[config.mk]
export PLATFORM = sky130hd
export DESIGN_NAME = seven_seg_mux_driver
export DESIGN_NICKNAME = d
export VERILOG_FILES = /design/src/rtl/seven_seg_mux_driver.sv
export SDC_FILE = /design/constraint.sdc
export NUM_CORES = 1
export LEC_CHECK = 0
export BUFFER_PORTS_ARGS = -buffer_cell sky130_fd_sc_hd__buf_4
export CORE_ASPECT_RATIO = 0.8
export CORE_UTILIZATION = 30
export DETAILED_ROUTE_END_ITERATION = 10
export SLEW_MARGIN = 20
export SYNTH_ARGS = -nofsm -noshare
export SYNTH_HDL_FRONTEND = slang
export SYNTH_SLANG_ARGS = --single-unit
[constraint.sdc]
create_clock -name clk -period 3.8 [get_ports clk]
set_input_delay 0.76 -clock clk [delete_from_list [all_inputs] [get_ports clk]]
set_output_delay 0.76 -clock clk [all_outputs]
set_load 0.01 [all_outputs]
[src/rtl/seven_seg_mux_driver.sv]
// Time-multiplexed hex seven-segment driver for N common-anode digits.
// Values are double-buffered and swapped only at frame wrap so a frame never mixes old and new digits.
module seven_seg_mux_driver #(
  parameter int unsigned N_DIGITS      = 8,
  parameter int unsigned REFRESH_DIV   = 100000,
  parameter int unsigned BLANK_LEADING = 1
) (
  input  logic                    clk,
  input  logic                    rst_n,
  input  logic                    enable,
  input  logic                    load,
  input  logic [4*N_DIGITS-1:0]   value_in,
  input  logic [N_DIGITS-1:0]     dp_in,
  output logic [6:0]              segments,
  output logic                    dp,
  output logic [N_DIGITS-1:0]     anodes,
  output logic                    frame_done
);

  localparam int unsigned PW = $clog2(REFRESH_DIV);
  localparam int unsigned IW = $clog2(N_DIGITS);
  localparam int unsigned VW = 4 * N_DIGITS;

  localparam logic [PW-1:0] PCNT_LAST = PW'(REFRESH_DIV - 1);
  localparam logic [IW-1:0] IDX_LAST  = IW'(N_DIGITS - 1);
  localparam logic [6:0]    SEG_BLANK = 7'b1111111;

  logic [PW-1:0]       pcnt;
  logic [IW-1:0]       idx;
  logic [VW-1:0]       sh_val;
  logic [N_DIGITS-1:0] sh_dp;
  logic [VW-1:0]       disp_val;
  logic [N_DIGITS-1:0] disp_dp;
  logic                wrap_q;

  logic                tick_c;
  logic                wrap_c;
  logic [N_DIGITS-1:0] lead_zero_c;
  logic [3:0]          nib_c;
  logic                dp_sel_c;
  logic                blank_c;
  logic [N_DIGITS-1:0] an_c;
  logic [6:0]          seg_c;

  // Hex nibble to active-low {a,b,c,d,e,f,g}
  function automatic logic [6:0] seg_decode(input logic [3:0] nib);
    logic [6:0] s;
    case (nib)
      4'h0:    s = 7'b0000001;
      4'h1:    s = 7'b1001111;
      4'h2:    s = 7'b0010010;
      4'h3:    s = 7'b0000110;
      4'h4:    s = 7'b1001100;
      4'h5:    s = 7'b0100100;
      4'h6:    s = 7'b0100000;
      4'h7:    s = 7'b0001111;
      4'h8:    s = 7'b0000000;
      4'h9:    s = 7'b0000100;
      4'hA:    s = 7'b0001000;
      4'hB:    s = 7'b1100000;
      4'hC:    s = 7'b0110001;
      4'hD:    s = 7'b1000010;
      4'hE:    s = 7'b0110000;
      default: s = 7'b0111000;
    endcase
    return s;
  endfunction

  always_comb begin
    tick_c = enable && (pcnt == PCNT_LAST);
    wrap_c = tick_c && (idx == IDX_LAST);
  end

  // Digit k is a leading zero when it and every digit above it are zero; digit 0 is never blanked
  always_comb begin
    logic upper_zero;
    upper_zero  = 1'b1;
    lead_zero_c = '0;
    for (int k = N_DIGITS - 1; k >= 0; k--) begin
      upper_zero     = upper_zero && (disp_val[4*k +: 4] == 4'h0);
      lead_zero_c[k] = upper_zero && (k != 0) && (BLANK_LEADING != 0);
    end
  end

  always_comb begin
    nib_c    = 4'h0;
    dp_sel_c = 1'b0;
    blank_c  = 1'b0;
    an_c     = '1;
    for (int k = 0; k < N_DIGITS; k++) begin
      if (idx == IW'(k)) begin
        nib_c    = disp_val[4*k +: 4];
        dp_sel_c = disp_dp[k];
        blank_c  = lead_zero_c[k];
        an_c[k]  = 1'b0;
      end
    end
    seg_c = blank_c ? SEG_BLANK : seg_decode(nib_c);
  end

  // Scan prescaler and digit index; both freeze while disabled
  always_ff @(posedge clk or negedge rst_n) begin
    if (!rst_n) begin
      pcnt <= '0;
      idx  <= '0;
    end else if (enable) begin
      if (tick_c) begin
        pcnt <= '0;
        idx  <= (idx == IDX_LAST) ? '0 : idx + IW'(1);
      end else begin
        pcnt <= pcnt + PW'(1);
      end
    end
  end

  always_ff @(posedge clk or negedge rst_n) begin
    if (!rst_n) begin
      sh_val <= '0;
      sh_dp  <= '0;
    end else if (load) begin
      sh_val <= value_in;
      sh_dp  <= dp_in;
    end
  end

  // Display buffer swaps only at frame wrap; a load in the wrap cycle bypasses the shadow
  always_ff @(posedge clk or negedge rst_n) begin
    if (!rst_n) begin
      disp_val <= '0;
      disp_dp  <= '0;
    end else if (wrap_c) begin
      disp_val <= load ? value_in : sh_val;
      disp_dp  <= load ? dp_in    : sh_dp;
    end
  end

  // frame_done is delayed one stage so it lines up with digit 0 reappearing on the pins
  always_ff @(posedge clk or negedge rst_n) begin
    if (!rst_n) begin
      wrap_q     <= 1'b0;
      frame_done <= 1'b0;
    end else begin
      wrap_q     <= wrap_c;
      frame_done <= wrap_q;
    end
  end

  always_ff @(posedge clk or negedge rst_n) begin
    if (!rst_n) begin
      anodes   <= '1;
      segments <= SEG_BLANK;
      dp       <= 1'b1;
    end else if (enable) begin
      anodes   <= an_c;
      segments <= seg_c;
      dp       <= ~dp_sel_c;
    end else begin
      anodes   <= '1;
      segments <= SEG_BLANK;
      dp       <= 1'b1;
    end
  end

endmodule

### Word-level counts from Yosys, hierarchy flattened

Memories as Yosys holds them, arrays and structs flattened.
Index checks and enable logic that the tools add are counted.

* muxes and demuxes: 39
* bitwise logic cells: 1
* reductions and logical operators: 17
* equal/unequal tests: 8
* $add $sub $neg: 2

Operators by type and width (number)
* 32-bit two-way mux: 1
* 4-bit two-way mux: 8
* 4-bit logical NOT: 7
* 1-bit two-way mux: 24
* 17-bit by 1-bit adder with 17-bit output, second input constant: 1
* 17-bit == test, second input constant: 1
* 17-bit two-way mux: 1
* 8-bit two-way mux: 2
* 7-bit two-way mux: 2
* 3-bit == test, second input constant: 4
* 1-bit logical AND: 8
* 3-bit by 2-bit == test with 1-bit output, second input constant: 2
* 3-bit by 1-bit adder with 3-bit output, second input constant: 1
* 3-bit by 1-bit == test with 1-bit output, second input constant: 1
* 3-bit logical NOT: 1
* 3-bit two-way mux: 1
* 2-bit AND reduction: 1
* 1-bit NOT: 1

* bits in registers: 118
* memory bits (read-only): 112
* logic and storage cells: 79
* memories: 1
* input bits: 44

Memories
* (no name shown): depth 16, bits a word 7, rd ports 1, clocked after memory_dff 0, write ports 0, RTL line 48 `case (nib)`

### Depth between registers and ports, before layout

* depth after elaboration: 16
* mapped depth: 13

### Least setup slack after synthesis

No wires, ideal clock.

* kind: reg2reg
* start point: reg idx[2]
* end point: reg segments[5]
* setup time: 0.081 ns
* cell stages (with the launch flop): 14
* path slack: 1.088 ns
* data required time: 3.719 ns
* clock period less this slack: 2.712 ns
* data arrival time: 2.631 ns
* cell sequence: dfrtp_1 > buf_4 > inv_2 > ha_1 > clkbuf_1 > or2_1 > a221oi_1 > o22ai_1 > a21oi_1 > inv_1 > ha_1 > nor2_1 > a21o_1 > o211ai_1

* longest elaborated chain between the ends: 12

Ends and longest elaborated chain
* start, declared: RTL line 29 `logic [IW-1:0] idx;`
* start signal, assigned: RTL line 109 `idx <= (idx == IDX_LAST) ? '0 : idx + IW'(1);`
* 3-bit logical NOT: RTL line 91 `if (idx == IW'(k)) begin`
* 4-bit two-way mux (8 in a row): RTL line 91
* memory read 16 x 7 bit
* 7-bit two-way mux *: RTL line 98 `seg_c = blank_c ? SEG_BLANK : seg_decode(nib_c);`
* 7-bit two-way mux *: RTL line 153 `end else if (enable) begin`
* end signal, assigned: RTL line 155 `segments <= seg_c;`
* end, declared: RTL line 14 `output logic [6:0] segments,`

Mark *: on every way between the ends. The rest lies on a longest branch, timed or not.
A chain may end at the register's enable or synchronous reset.

### Final worst setup path

* start point: reg idx[2]
* end point: reg segments[3]

The elaborated chain is that of the path after synthesis.

==> key figures <==
Worst setup path
  – Nature of the critical path endpoint: flop
  – R2R depth: 11
  – CP Max Fanout: 17
  – Worst EP arrival: roughly 3.6 ns
  – Worst Path Required: 4.12 ns
  – Worst setup path startpoint: idx[2]
  – Reg-to-reg startpoint: idx[2]
  – Crit Path Category: flop to flop
  – Critical path launch point type: flop

Power
  – P per Cell Area: approximately 500 nW/um^2
  – LEAKAGE: around 3.1 nW
  – Sw frac: 0.2120
  – Clock Power Share: 0.533
  – Part of the power in combinational logic: 0.057
  – Reg power frac: 0.410
  – P_int: approximately 2.6 mW
  – Final Total Pwr: about 3.3 mW
  – Peak supply drop: between 200 and 300 uV
  – Net Switching: a little over 700 uW

Timing
  – Final Critical Period: approximately 3.3 ns
  – Final worst-path cycle share: 0.8556
  – Final hold violations: 0
  – Tightest Pin Transition: 0.7558 ns
  – Final setup vio count: 0
  – Max-slew violations: 0
  – Max Freq: ~310 MHz
  – Fin Clk Skew: about 0.017 ns
  – Slew margin rel.: 0.4961
  – TNS Setup: 0 ns
  – Hold_ws: approximately 0.38 ns
  – RSZ-0062 raised after global routing: false

Yosys
  – Most frequent cells after synthesis: 102 x dfrtp_1, 45 x mux2_2, 29 x mux2_4
  – #FFs+latches synth: around 120
  – Number of synthesized flops with an enable pin: 0
  – Yosys cell types: 53
  – Register area share after synthesis: 0.5441
  – Dominant synthesized flop cell: dfrtp_1
  – Async set-reset flop share out of synthesis: 1.000
  – Yosys warns: 0
  – Top-count cell post-synth: dfrtp_1
  – Yosys top cell by area: dfrtp_1
  – Cell count after synthesis: 440
  – Largest cells by area after synthesis: dfrtp_1 47%, mux2_2 9.3%, mux2_4 8.0%
  – Mean Syn Cell Area: between 10 and 15 um^2
  – Synth top area share: 0.4671
  – Mapped Area: between 5000 and 6000 um^2
  – Syn_nets: ~500

GRT
  – Largest net degree at the start of global routing: 67
  – First-pass GRT wire length: between 15000 and 20000 um
  – GRT overflow: 0
  – GRT Overall Usage: 0.1357
  – Initial antenna violation count: 0
  – Vias in the first global route: approximately 3500

Routing
  – Vias per Instance: 4.766
  – Post-DRT Antenna Nets: 0
  – DR pass1 iterations: 4
  – Vias: between 3000 and 4000
  – Initial DRC count: 143
  – WL final: approximately 12000 um
  – Avg WL per Cell: roughly 16 um
  – DRC violations left: 0

CTS
  – CTS tree: built
  – Worst skew pair latency: 0.42 ns
  – H-tree Lvls: 4
  – Postcts setup bufs: 0
  – Root buf cell: clkbuf_16
  – CTS resizes: 0
  – Clock buffer depth: 2
  – CTS sink cnt: between 100 and 150
  – Clock-pin transition on the worst setup and hold timing paths: about 0.06 ns
  – Total CTS buffers: 17
  – CTS Hold Buffers Added: 0

Floorplan
  – Die Footprint: between 15000 and 20000 um^2
  – Total I/O pin count: 61
  – Core Rows: 43
  – DIE HEIGHT: roughly 120 um
  – Die W: around 150 um
  – Initial Util: 0.3106
  – Total core area: approximately 18000 um^2

Finish
  – Final core utilization: 0.3838
  – Filler cell count in the final layout: ~1700
  – Layout area overhead: 23.59%
  – Final net count: around 560
  – Ant diodes: 0
  – Layout cells sized above 1: 0.3794

Min path
  – Min-Delay Path Class: input port to async pin

Placed design
  – HPWL after DPL: approximately 8000 um
  – Routability cong.: around 0.85
  – Port Buf Inserts: 60

Job
  – Max_cap viols: 0

Run status
  – Status: finished, final reports clean
-- metrics by stage --
stage	cells	cell area (um^2)	setup slack, ns
after floorplan	440	5464	1.088
after global placement	707	6095	0.7713
after detailed placement	707	6095	0.6358
after CTS	739	6753	0.5854
after global routing	739	6753	0.3324
final	739	6753	0.5487
-- final timing paths --
kind / slack [ns] / end
min in group clk: 0.39 / frame_done
max in group asynchronous: 2.61 / anodes[3]
worst max-delay path: 0.55 / segments[3]
worst max register to register: 0.55 / segments[3]
worst min register to register: 0.39 / frame_done
worst min-delay path: 0.38 / pcnt[13]
-- cells in the final DEF, fill, tap and decap left out, types with 3 or more instances in the layout --
cell | Yosys | routed
xnor2_1 | 8 | 8
clkinv_4 | 0 | 3
ha_1 | 12 | 12
o22ai_1 | 3 | 3
or3_1 | 3 | 3
nand3_1 | 14 | 14
buf_4 | 5 | 63
dfrtp_1 | 102 | 102
a221oi_1 | 5 | 5
nor2_1 | 23 | 23
bufinv_16 | 0 | 5
dfstp_2 | 16 | 16
nand2_1 | 27 | 27
mux2_2 | 45 | 45
o21ai_0 | 16 | 16
o221ai_1 | 3 | 3
and3_1 | 4 | 4
mux2i_1 | 6 | 6
nand4_1 | 4 | 4
nor4_1 | 7 | 7
nor3_1 | 5 | 5
clkbuf_16 | 0 | 17
inv_2 | 3 | 3
and4_1 | 3 | 3
mux2_4 | 29 | 29
xor2_1 | 6 | 6
a21oi_1 | 17 | 17
inv_1 | 19 | 19
nand3b_1 | 7 | 7
-- power by group through the flow --
stage / clock (mW) / sequential [mW] / combinational [mW]
global route: 1.89 / 1.38 / 0.216
detailed placement: 0 / 1.39 / 0.199
global placement: 0 / 1.39 / 0.190
floorplan: 0 / 1.38 / 0.102
CTS: 1.82 / 1.37 / 0.199
finish: 1.78 / 1.37 / 0.192
-- flip-flops by register name, indices dropped and copies added, names as in the netlist --
signal / cells
dp: 1
sh_val: 32
anodes: 8
sh_dp: 8
frame_done: 1
wrap_q: 1
idx: 3
disp_dp: 8
pcnt: 17
disp_val: 32
segments: 7
-- critical path: stages, from the launching register on --
cell and delay, ns:
dfrtp_1 0.66, inv_2 0.16, ha_1 0.36, or2_1 0.27, a221oi_1 0.22, o22ai_1 0.15
a21oi_1 0.49, inv_1 0.14, ha_1 0.33, nor2_1 0.05, a211oi_1 0.25, o21ai_1 0.09
-- area by class of cell --
class	instances	area, um^2	share of cell area
timing repair buffer	64	493.0	0.07300
clock buffer	21	460.4	0.06819
multi-input combinational	278	2265	0.3354
tap	225	281.5	0.04169
inverter	22	82.58	0.01223
clock inverter	11	197.7	0.02928
sequential	118	2973	0.4402
-- routing by layer --
layer / track usage / part of all wire / routed length, um
met1: 0.1864 / 0.50 / 5926
met2: 0.2015 / 0.45 / 5300
met3: 0.04237 / 0.045 / 538
met4: 0.04798 / 0.0083 / 98
met5: 0 / 0 / 0
-- cells by family after synthesis --
| group | count (synthesis) | share of synthesized area |
|---|---|---|
| XOR/XNOR | 14 | 0.02244 |
| AND/OR/NAND/NOR | 109 | 0.1026 |
| multiplexers | 80 | 0.1834 |
| adder cells (fa/ha/maj) | 12 | 0.02748 |
| buffers and inverters | 44 | 0.04145 |
| flip-flops | 118 | 0.5441 |
| AO/OA/AOI/OAI | 63 | 0.07854 |
(Power assumes the default switching activity.)
